[config.mk]
export PLATFORM = sky130hd
export DESIGN_NAME = signed_forward_converter_flat
export DESIGN_NICKNAME = d
export VERILOG_FILES = /design/src/rtl/rns_pkg.sv /design/src/rtl/signed_forward_converter_if.sv /design/src/rtl/rns_mod_adder.sv /design/src/rtl/signed_forward_converter.sv /design/src/flat_wrapper.sv
export SDC_FILE = /design/constraint.sdc
export NUM_CORES = 1
export LEC_CHECK = 0
export ABC_CLOCK_PERIOD_IN_PS = 5100
export BUFFER_PORTS_ARGS = -buffer_cell sky130_fd_sc_hd__clkbuf_2
export CAP_MARGIN = 20
export CELL_PAD_IN_SITES_DETAIL_PLACEMENT = 0
export CELL_PAD_IN_SITES_GLOBAL_PLACEMENT = 1
export CORE_MARGIN = 8
export CORE_UTILIZATION = 46
export DETAILED_ROUTE_END_ITERATION = 8
export PLACE_DENSITY_LB_ADDON = 0.1
export SLEW_MARGIN = 20
export SYNTH_ARGS = -nofsm -noshare
export SYNTH_HDL_FRONTEND = slang
export SYNTH_SLANG_ARGS = --single-unit
[constraint.sdc]
create_clock -name clk -period 5.1 [get_ports clk]
set_clock_uncertainty 0.2 [all_clocks]
set_input_delay 0.255 -clock clk [delete_from_list [all_inputs] [get_ports clk]]
set_output_delay 0.255 -clock clk [all_outputs]
set_load 0.02 [all_outputs]
[src/rtl/rns_pkg.sv]
// ---------------------------------------------------------------------------
// rns_pkg
// Shared constants and types for the {2^n-1, 2^n, 2^n+1} residue datapath.
//   N           residue width n
//   M1/M2/M3    moduli 2^n-1, 2^n, 2^n+1; M is their product
//   CNT_W       width of the chunk-fold counter
//   state_t     forward-converter FSM encoding
//   RANGE_LO/HI signed limits of the reverse converter's legal range
// ---------------------------------------------------------------------------
package rns_pkg;

  localparam int N     = 3;
  localparam int M1    = 2**N - 1;
  localparam int M2    = 2**N;
  localparam int M3    = 2**N + 1;
  localparam int M     = M1 * M2 * M3;
  localparam int CNT_W = 2;

  // Index of the last n-bit chunk (x2) folded before the sign correction.
  localparam logic [CNT_W-1:0] LAST_CHUNK = CNT_W'(2);

  typedef enum logic [1:0] {
    ST_IDLE = 2'd0,
    ST_FOLD = 2'd1,
    ST_CORR = 2'd2,
    ST_DONE = 2'd3
  } state_t;

  // Legal signed range of the reverse converter: -M/2 .. M/2-1.
  localparam logic signed [3*N-1:0] RANGE_LO = (3*N)'(-(M / 2));
  localparam logic signed [3*N-1:0] RANGE_HI = (3*N)'(M / 2 - 1);

endpackage

[src/rtl/signed_forward_converter_if.sv]
// ---------------------------------------------------------------------------
// signed_forward_converter_if
// Operand/residue handshake bundle of the signed forward converter.
//   in_valid/in_ready/in_x           operand channel (3n-bit two's complement)
//   out_valid/out_ready              residue channel handshake
//   out_r1/out_r2/out_r3             residues mod 2^n-1, 2^n, 2^n+1
//   out_range_err                    present only with SFC_RANGE_CHECK_EN
// Modports: slave = converter side, master = producer/consumer side.
// ---------------------------------------------------------------------------
interface signed_forward_converter_if;
  import rns_pkg::*;

  logic           in_valid;
  logic           in_ready;
  logic [3*N-1:0] in_x;
  logic           out_valid;
  logic           out_ready;
  logic [N-1:0]   out_r1;
  logic [N-1:0]   out_r2;
  logic [N:0]     out_r3;
`ifdef SFC_RANGE_CHECK_EN
  logic           out_range_err;
`endif

  modport slave (
    input  in_valid, in_x, out_ready,
    output in_ready, out_valid, out_r1, out_r2, out_r3
`ifdef SFC_RANGE_CHECK_EN
    , output out_range_err
`endif
  );

  modport master (
    output in_valid, in_x, out_ready,
    input  in_ready, out_valid, out_r1, out_r2, out_r3
`ifdef SFC_RANGE_CHECK_EN
    , input out_range_err
`endif
  );

endinterface

[src/rtl/rns_mod_adder.sv]
// ---------------------------------------------------------------------------
// rns_mod_adder
// Combinational modular add/subtract for modulus 2^n-1 or 2^n+1.
//   a, b    operands (n+1 bits); a already reduced, b < 2^n
//   sel_m3  0: modulus 2^n-1, 1: modulus 2^n+1
//   sub     0: (a+b) mod m, 1: (a-b) mod m
//   sum     reduced result (n+1 bits)
// One n+2-bit add/subtract plus a single conditional correction by the
// modulus; for 2^n-1 the compare against m folds the all-ones pattern to 0.
// ---------------------------------------------------------------------------
module rns_mod_adder
  import rns_pkg::*;
(
  input  logic [N:0] a,
  input  logic [N:0] b,
  input  logic       sel_m3,
  input  logic       sub,
  output logic [N:0] sum
);

  logic [N+1:0] modulus;
  logic [N+1:0] ext_a;
  logic [N+1:0] ext_b;
  logic [N+1:0] total;

  assign modulus = sel_m3 ? (N+2)'(M3) : (N+2)'(M1);
  assign ext_a   = {1'b0, a};
  assign ext_b   = {1'b0, b};
  assign total   = ext_a + ext_b;

  always_comb begin
    sum = '0;
    if (sub) begin
      // Borrow case wraps by adding the modulus back once.
      if (a < b) sum = (N+1)'(ext_a + modulus - ext_b);
      else       sum = (N+1)'(ext_a - ext_b);
    end else begin
      if (total >= modulus) sum = (N+1)'(total - modulus);
      else                  sum = (N+1)'(total);
    end
  end

endmodule

[src/rtl/signed_forward_converter.sv]
// ---------------------------------------------------------------------------
// signed_forward_converter
// Binary-to-RNS forward converter for {2^n-1, 2^n, 2^n+1}. A 3n-bit two's
// complement operand is folded one n-bit chunk per cycle into mod 2^n-1 and
// mod 2^n+1 accumulators, then a sign correction uses 2^3n = 1 (mod 2^n-1)
// and 2^3n = -1 (mod 2^n+1): r1 = acc1 - s, r3 = acc3 + s.
// Ports:
//   clk  rising-edge clock
//   rst  asynchronous active-high reset
//   bus  signed_forward_converter_if.slave (operand in, residues out)
// Optional feature: define SFC_RANGE_CHECK_EN to add out_range_err, set when
// the operand lies outside -M/2 .. M/2-1.
// ---------------------------------------------------------------------------
module signed_forward_converter
  import rns_pkg::*;
(
  input  logic                          clk,
  input  logic                          rst,
  signed_forward_converter_if.slave     bus
);

  state_t           state_reg, state_next;
  logic [CNT_W-1:0] cnt_reg, cnt_next;
  logic [3*N-1:0]   x_reg, x_next;
  logic [N:0]       acc1_reg, acc1_next;
  logic [N:0]       acc3_reg, acc3_next;
  logic [N-1:0]     r1_reg, r1_next;
  logic [N-1:0]     r2_reg, r2_next;
  logic [N:0]       r3_reg, r3_next;
`ifdef SFC_RANGE_CHECK_EN
  logic             err_reg, err_next;
`endif

  logic [2:0][N-1:0] chunk;
  logic              sign;
  logic              in_corr;
  logic [N:0]        operand;
  logic [N:0]        sum1;
  logic [N:0]        sum3;

  genvar gi;
  generate
    for (gi = 0; gi < 3; gi++) begin : g_chunk
      assign chunk[gi] = x_reg[gi*N +: N];
    end
  endgenerate

  assign sign    = x_reg[3*N-1];
  assign in_corr = (state_reg == ST_CORR);

  // Both accumulators see the same second operand: the current chunk while
  // folding, the sign bit during correction.
  assign operand = in_corr ? (N+1)'(sign) : {1'b0, chunk[cnt_reg]};

  rns_mod_adder u_add_m1 (
    .a      (acc1_reg),
    .b      (operand),
    .sel_m3 (1'b0),
    .sub    (in_corr),
    .sum    (sum1)
  );

  // Chunk x1 carries weight 2^n = -1 (mod 2^n+1), hence the subtract.
  rns_mod_adder u_add_m3 (
    .a      (acc3_reg),
    .b      (operand),
    .sel_m3 (1'b1),
    .sub    (!in_corr && (cnt_reg == CNT_W'(1))),
    .sum    (sum3)
  );

  always_comb begin
    state_next = state_reg;
    cnt_next   = cnt_reg;
    x_next     = x_reg;
    acc1_next  = acc1_reg;
    acc3_next  = acc3_reg;
    r1_next    = r1_reg;
    r2_next    = r2_reg;
    r3_next    = r3_reg;
`ifdef SFC_RANGE_CHECK_EN
    err_next   = err_reg;
`endif
    case (state_reg)
      ST_IDLE: begin
        if (bus.in_valid) begin
          x_next     = bus.in_x;
          acc1_next  = '0;
          acc3_next  = '0;
          cnt_next   = '0;
          state_next = ST_FOLD;
        end
      end
      ST_FOLD: begin
        acc1_next = sum1;
        acc3_next = sum3;
        if (cnt_reg == LAST_CHUNK) begin
          cnt_next   = '0;
          state_next = ST_CORR;
        end else begin
          cnt_next = cnt_reg + CNT_W'(1);
        end
      end
      ST_CORR: begin
        // The mod 2^n-1 result is always below 2^n-1, so its top bit is 0.
        r1_next    = sum1[N-1:0];
        r2_next    = chunk[0];
        r3_next    = sum3;
`ifdef SFC_RANGE_CHECK_EN
        err_next   = ($signed(x_reg) < RANGE_LO) || ($signed(x_reg) > RANGE_HI);
`endif
        state_next = ST_DONE;
      end
      ST_DONE: begin
        if (bus.out_ready) state_next = ST_IDLE;
      end
      default: state_next = ST_IDLE;
    endcase
  end

  always_ff @(posedge clk or posedge rst) begin
    if (rst) begin
      state_reg <= ST_IDLE;
      cnt_reg   <= '0;
      x_reg     <= '0;
      acc1_reg  <= '0;
      acc3_reg  <= '0;
      r1_reg    <= '0;
      r2_reg    <= '0;
      r3_reg    <= '0;
`ifdef SFC_RANGE_CHECK_EN
      err_reg   <= 1'b0;
`endif
    end else begin
      state_reg <= state_next;
      cnt_reg   <= cnt_next;
      x_reg     <= x_next;
      acc1_reg  <= acc1_next;
      acc3_reg  <= acc3_next;
      r1_reg    <= r1_next;
      r2_reg    <= r2_next;
      r3_reg    <= r3_next;
`ifdef SFC_RANGE_CHECK_EN
      err_reg   <= err_next;
`endif
    end
  end

  assign bus.in_ready  = (state_reg == ST_IDLE);
  assign bus.out_valid = (state_reg == ST_DONE);
  assign bus.out_r1    = r1_reg;
  assign bus.out_r2    = r2_reg;
  assign bus.out_r3    = r3_reg;
`ifdef SFC_RANGE_CHECK_EN
  assign bus.out_range_err = err_reg;
`endif

endmodule

[src/flat_wrapper.sv]
// flat-port wrapper written by rule: the top's interface ports become plain ports
module signed_forward_converter_flat import rns_pkg::*;
  (clk, rst, bus_in_valid, bus_in_x, bus_out_ready, bus_in_ready, bus_out_valid, bus_out_r1, bus_out_r2, bus_out_r3);
  signed_forward_converter_if bus_i ();
  input  logic clk;
  input  logic rst;
  input wire logic [$bits(bus_i.in_valid)-1:0] bus_in_valid;
  input wire logic [$bits(bus_i.in_x)-1:0] bus_in_x;
  input wire logic [$bits(bus_i.out_ready)-1:0] bus_out_ready;
  output wire logic [$bits(bus_i.in_ready)-1:0] bus_in_ready;
  output wire logic [$bits(bus_i.out_valid)-1:0] bus_out_valid;
  output wire logic [$bits(bus_i.out_r1)-1:0] bus_out_r1;
  output wire logic [$bits(bus_i.out_r2)-1:0] bus_out_r2;
  output wire logic [$bits(bus_i.out_r3)-1:0] bus_out_r3;
  assign bus_i.in_valid = bus_in_valid;
  assign bus_i.in_x = bus_in_x;
  assign bus_i.out_ready = bus_out_ready;
  assign bus_in_ready = bus_i.in_ready;
  assign bus_out_valid = bus_i.out_valid;
  assign bus_out_r1 = bus_i.out_r1;
  assign bus_out_r2 = bus_i.out_r2;
  assign bus_out_r3 = bus_i.out_r3;
  signed_forward_converter u_core (.clk(clk), .rst(rst), .bus(bus_i));
endmodule
==> flow_summary_export.csv <==
group,metric,value,unit
outcome,outcome,"completed",
finish,antenna_cells,0,
clock_network,cts_tree,"yes",
finish,nNetsFinal,351,
worst_setup_path,worst-setup-path-type,"flop to flop",
clock_network,path_clk_slew,70,ps
clock_network,ctsHoldBuffers,8,
timing,finalCritPeriodShare,0.755,
floorplanning,dieArea,8260,um2
floorplanning,coreArea,5470,um2
worst_setup_path,arrival,3830,ps
drt,dr_wl_met3,164,um
place,finalWeightedCongestion,0.830,
timing,period_needed,3850,ps
timing,max_freq,260,MHz
grt,grt_pass1_vias,2002,
worst_setup_path,crit_path_max_fanout,26,
grt,grt_pass1_wl,9.86,mm
place,hpwl,4.29,mm
place,portBuffers,24,
drt,top_layer,"met4",
clock_network,post_cts_resized,0,
finish,fill_cells,537,
clock_network,cts-root-buf,"clkbuf_8",
grt,grt_max_degree,32,
clock_network,cts_buffers,5,
flow_run,drv_cap,0,
clock_network,clock-sinks,31,
grt,antenna_found_initial,0,
drt,wl,5.68,mm
timing,tightest_slew,991,ps
drt,wl_met2,2.63,mm
worst_setup_path,cpPeakStageDelay,580,ps
worst_setup_path,r2r_slack,1250,ps
synthesis,synthTopCellsByArea,"dfrtp_1 (30%), ha_1 (13%), mux2_2 (6.5%)",
finish,ff_latch_area,776,um2
synthesis,postSynthRegisterBits,31,
synthesis,synth_flop_cell,"dfrtp_1",
synthesis,ys_types,51,
drt,viasPerCell,5.23,
drt,drc,0,
synthesis,yosysTopAreaCell,"dfrtp_1",
floorplanning,rows,27,
timing,drv_slew,0,
worst_setup_path,setup.worst_path.end_class,"flop",
finish,largest_reg_flops,9,
clock_network,htreeDepth,2,
synthesis,synth.most_common_cell,"inv_1",
worst_setup_path,cpLargestDelayFamily,"adder cells",
finish,areaGrowthSynthToFinish,13.9,%
synthesis,synth-edff-count,0,
worst_setup_path,cp_slowest_cell,"fa_1",
synthesis,netlist.area_leader.share,0.301,
clock_network,cts_setup_buffers,0,
synthesis,synth_area,2580,um2
grt,grt-ovfl-total,0,
drt,drt_iter0_drc,78,
synthesis,syn_nets,322,
worst_setup_path,crit_required,5080,ps
drt,dr.pass1.iters,4,
timing,tns,0,ps
drt,vias,1977,
worst_setup_path,path_cells,"inv_1, ha_1, buf_4, nand2b_1, inv_1, fa_1, ha_1, nor2_2, o2111a_1, nor3_2, nor2_1, a31o_1, a221o_1",
floorplanning,die_x,90.9,um
finish,layout-drive-gt1-share,0.196,
timing,setup_viol,0,
floorplanning,ioPinCount,25,
floorplanning,start_util,0.471,
synthesis,synthTopCellsByCount,"inv_1 (32), dfrtp_1 (31), ha_1 (26), nand2_1 (21)",
worst_setup_path,path_buf_inv,3,
drt,wire_per_inst,15.0,um
grt,grt_usage,0.145,
clock_network,clock_path_buffers,2,
synthesis,syn-instance-count,276,
floorplanning,die_h,90.9,um
timing,relSlewSlack,0.320,
clock_network,clock_latency,280,ps
worst_hold_path,min_path_type,"input port to flop",
synthesis,synthArstFlopShare,1.00,
synthesis,synth-seq-area-share,0.301,
drt,detail-route-antenna-nets,0,
synthesis,yosysWarnings,0,
drt,met1_length,2.84,mm
finish,multi_input_area,1610,um2
synthesis,syn_area_per_cell,9.35,um2
timing,hold_violations,0,
timing,rsz0062_at_grt,"false",
worst_setup_path,startpoint_type,"flop",
[metrics by stage]
stage | utilization | setup WS [ps] | instances | hold WS [ps] | area, um2
after CTS | 0.537 | 1240 | 378 | 4.08 | 2940
after global placement | 0.501 | 1300 | 362 | 137 | 2740
after detailed placement | 0.501 | 1250 | 362 | 146 | 2740
final | 0.537 | 1250 | 378 | 7.67 | 2940
after global routing | 0.537 | 1010 | 378 | 7.09 | 2940
after floorplan | - | 1140 | 276 | 159 | 2580
[cells in the final DEF, fill, tap and decap left out, types with 3 or more instances in the layout]
| cell | count |
|---|---|
| inv_1 | 32 |
| nand3_1 | 8 |
| clkbuf_8 | 6 |
| ha_1 | 26 |
| o21ai_1 | 4 |
| mux2i_1 | 9 |
| nor2_1 | 12 |
| o22ai_1 | 3 |
| dlygate4sd3_1 | 8 |
| o31ai_1 | 4 |
| xor2_1 | 3 |
| nor3_1 | 5 |
| dfrtp_1 | 31 |
| clkbuf_2 | 24 |
| mux2_2 | 15 |
| a21oi_1 | 15 |
| xnor2_1 | 7 |
| nand2_1 | 21 |
| a211oi_1 | 4 |
| o21ai_0 | 13 |
| fa_1 | 7 |
| nand2b_1 | 7 |
| nor2b_1 | 5 |
[cell type report]
| type | count | area share |
|---|---|---|
| timing repair buffer | 34 | 0.0732 |
| multi-input combinational | 199 | 0.549 |
| clock buffer | 6 | 0.0281 |
| inverter | 34 | 0.0434 |
| sequential | 31 | 0.264 |
| clock inverter | 2 | 0.0119 |
| tap | 72 | 0.0307 |
[worst reg2reg max path, delay by kind of cell, from the launching register on]
family                     cells  cell delay, ps
adders and majority gates      3            1130
buffers and inverters          3             570
DFF                            1             400
and+or+nand+nor                4             730
AOI/OAI and AO/OA              3             720
[per-layer routing]
metal  GRT usage  up-vias
li1            -     1017
met1       0.188      920
met5           0        -
met4      0.0450        0
met2       0.239       35
met3      0.0258        5
[cells by family after synthesis]
kind of cell               after synthesis  share of synthesized area
and+or+nand+nor                         68                      0.132
AOI/OAI and AO/OA                       63                      0.172
buffers and inverters                   46                     0.0742
adders and majority gates               33                      0.180
DFF                                     31                      0.301
muxes                                   24                      0.100
xor gates and xnor gates                11                     0.0403
[worst paths after layout]
check	start	end	depth (start not counted)
max reg2reg	u_core.state_reg[0]$_DFFE_PP0P_	u_core.acc1_reg[0]$_DFFE_PP0P_	13
min	bus_in_x[1]	u_core.chunk[1]$_DFFE_PP0P_	2
min reg2reg	u_core.chunk[6]$_DFFE_PP0P_	u_core.chunk[6]$_DFFE_PP0P_	1
min in group asynchronous	rst	u_core.bus.out_r2[0]$_DFFE_PP0P_	4
max in group asynchronous	rst	u_core.chunk[5]$_DFFE_PP0P_	4
max	u_core.state_reg[0]$_DFFE_PP0P_	u_core.acc1_reg[0]$_DFFE_PP0P_	13
Power is not shown: default switching activity piles up to over one toggle a cycle in this logic, so the estimate is an artifact.
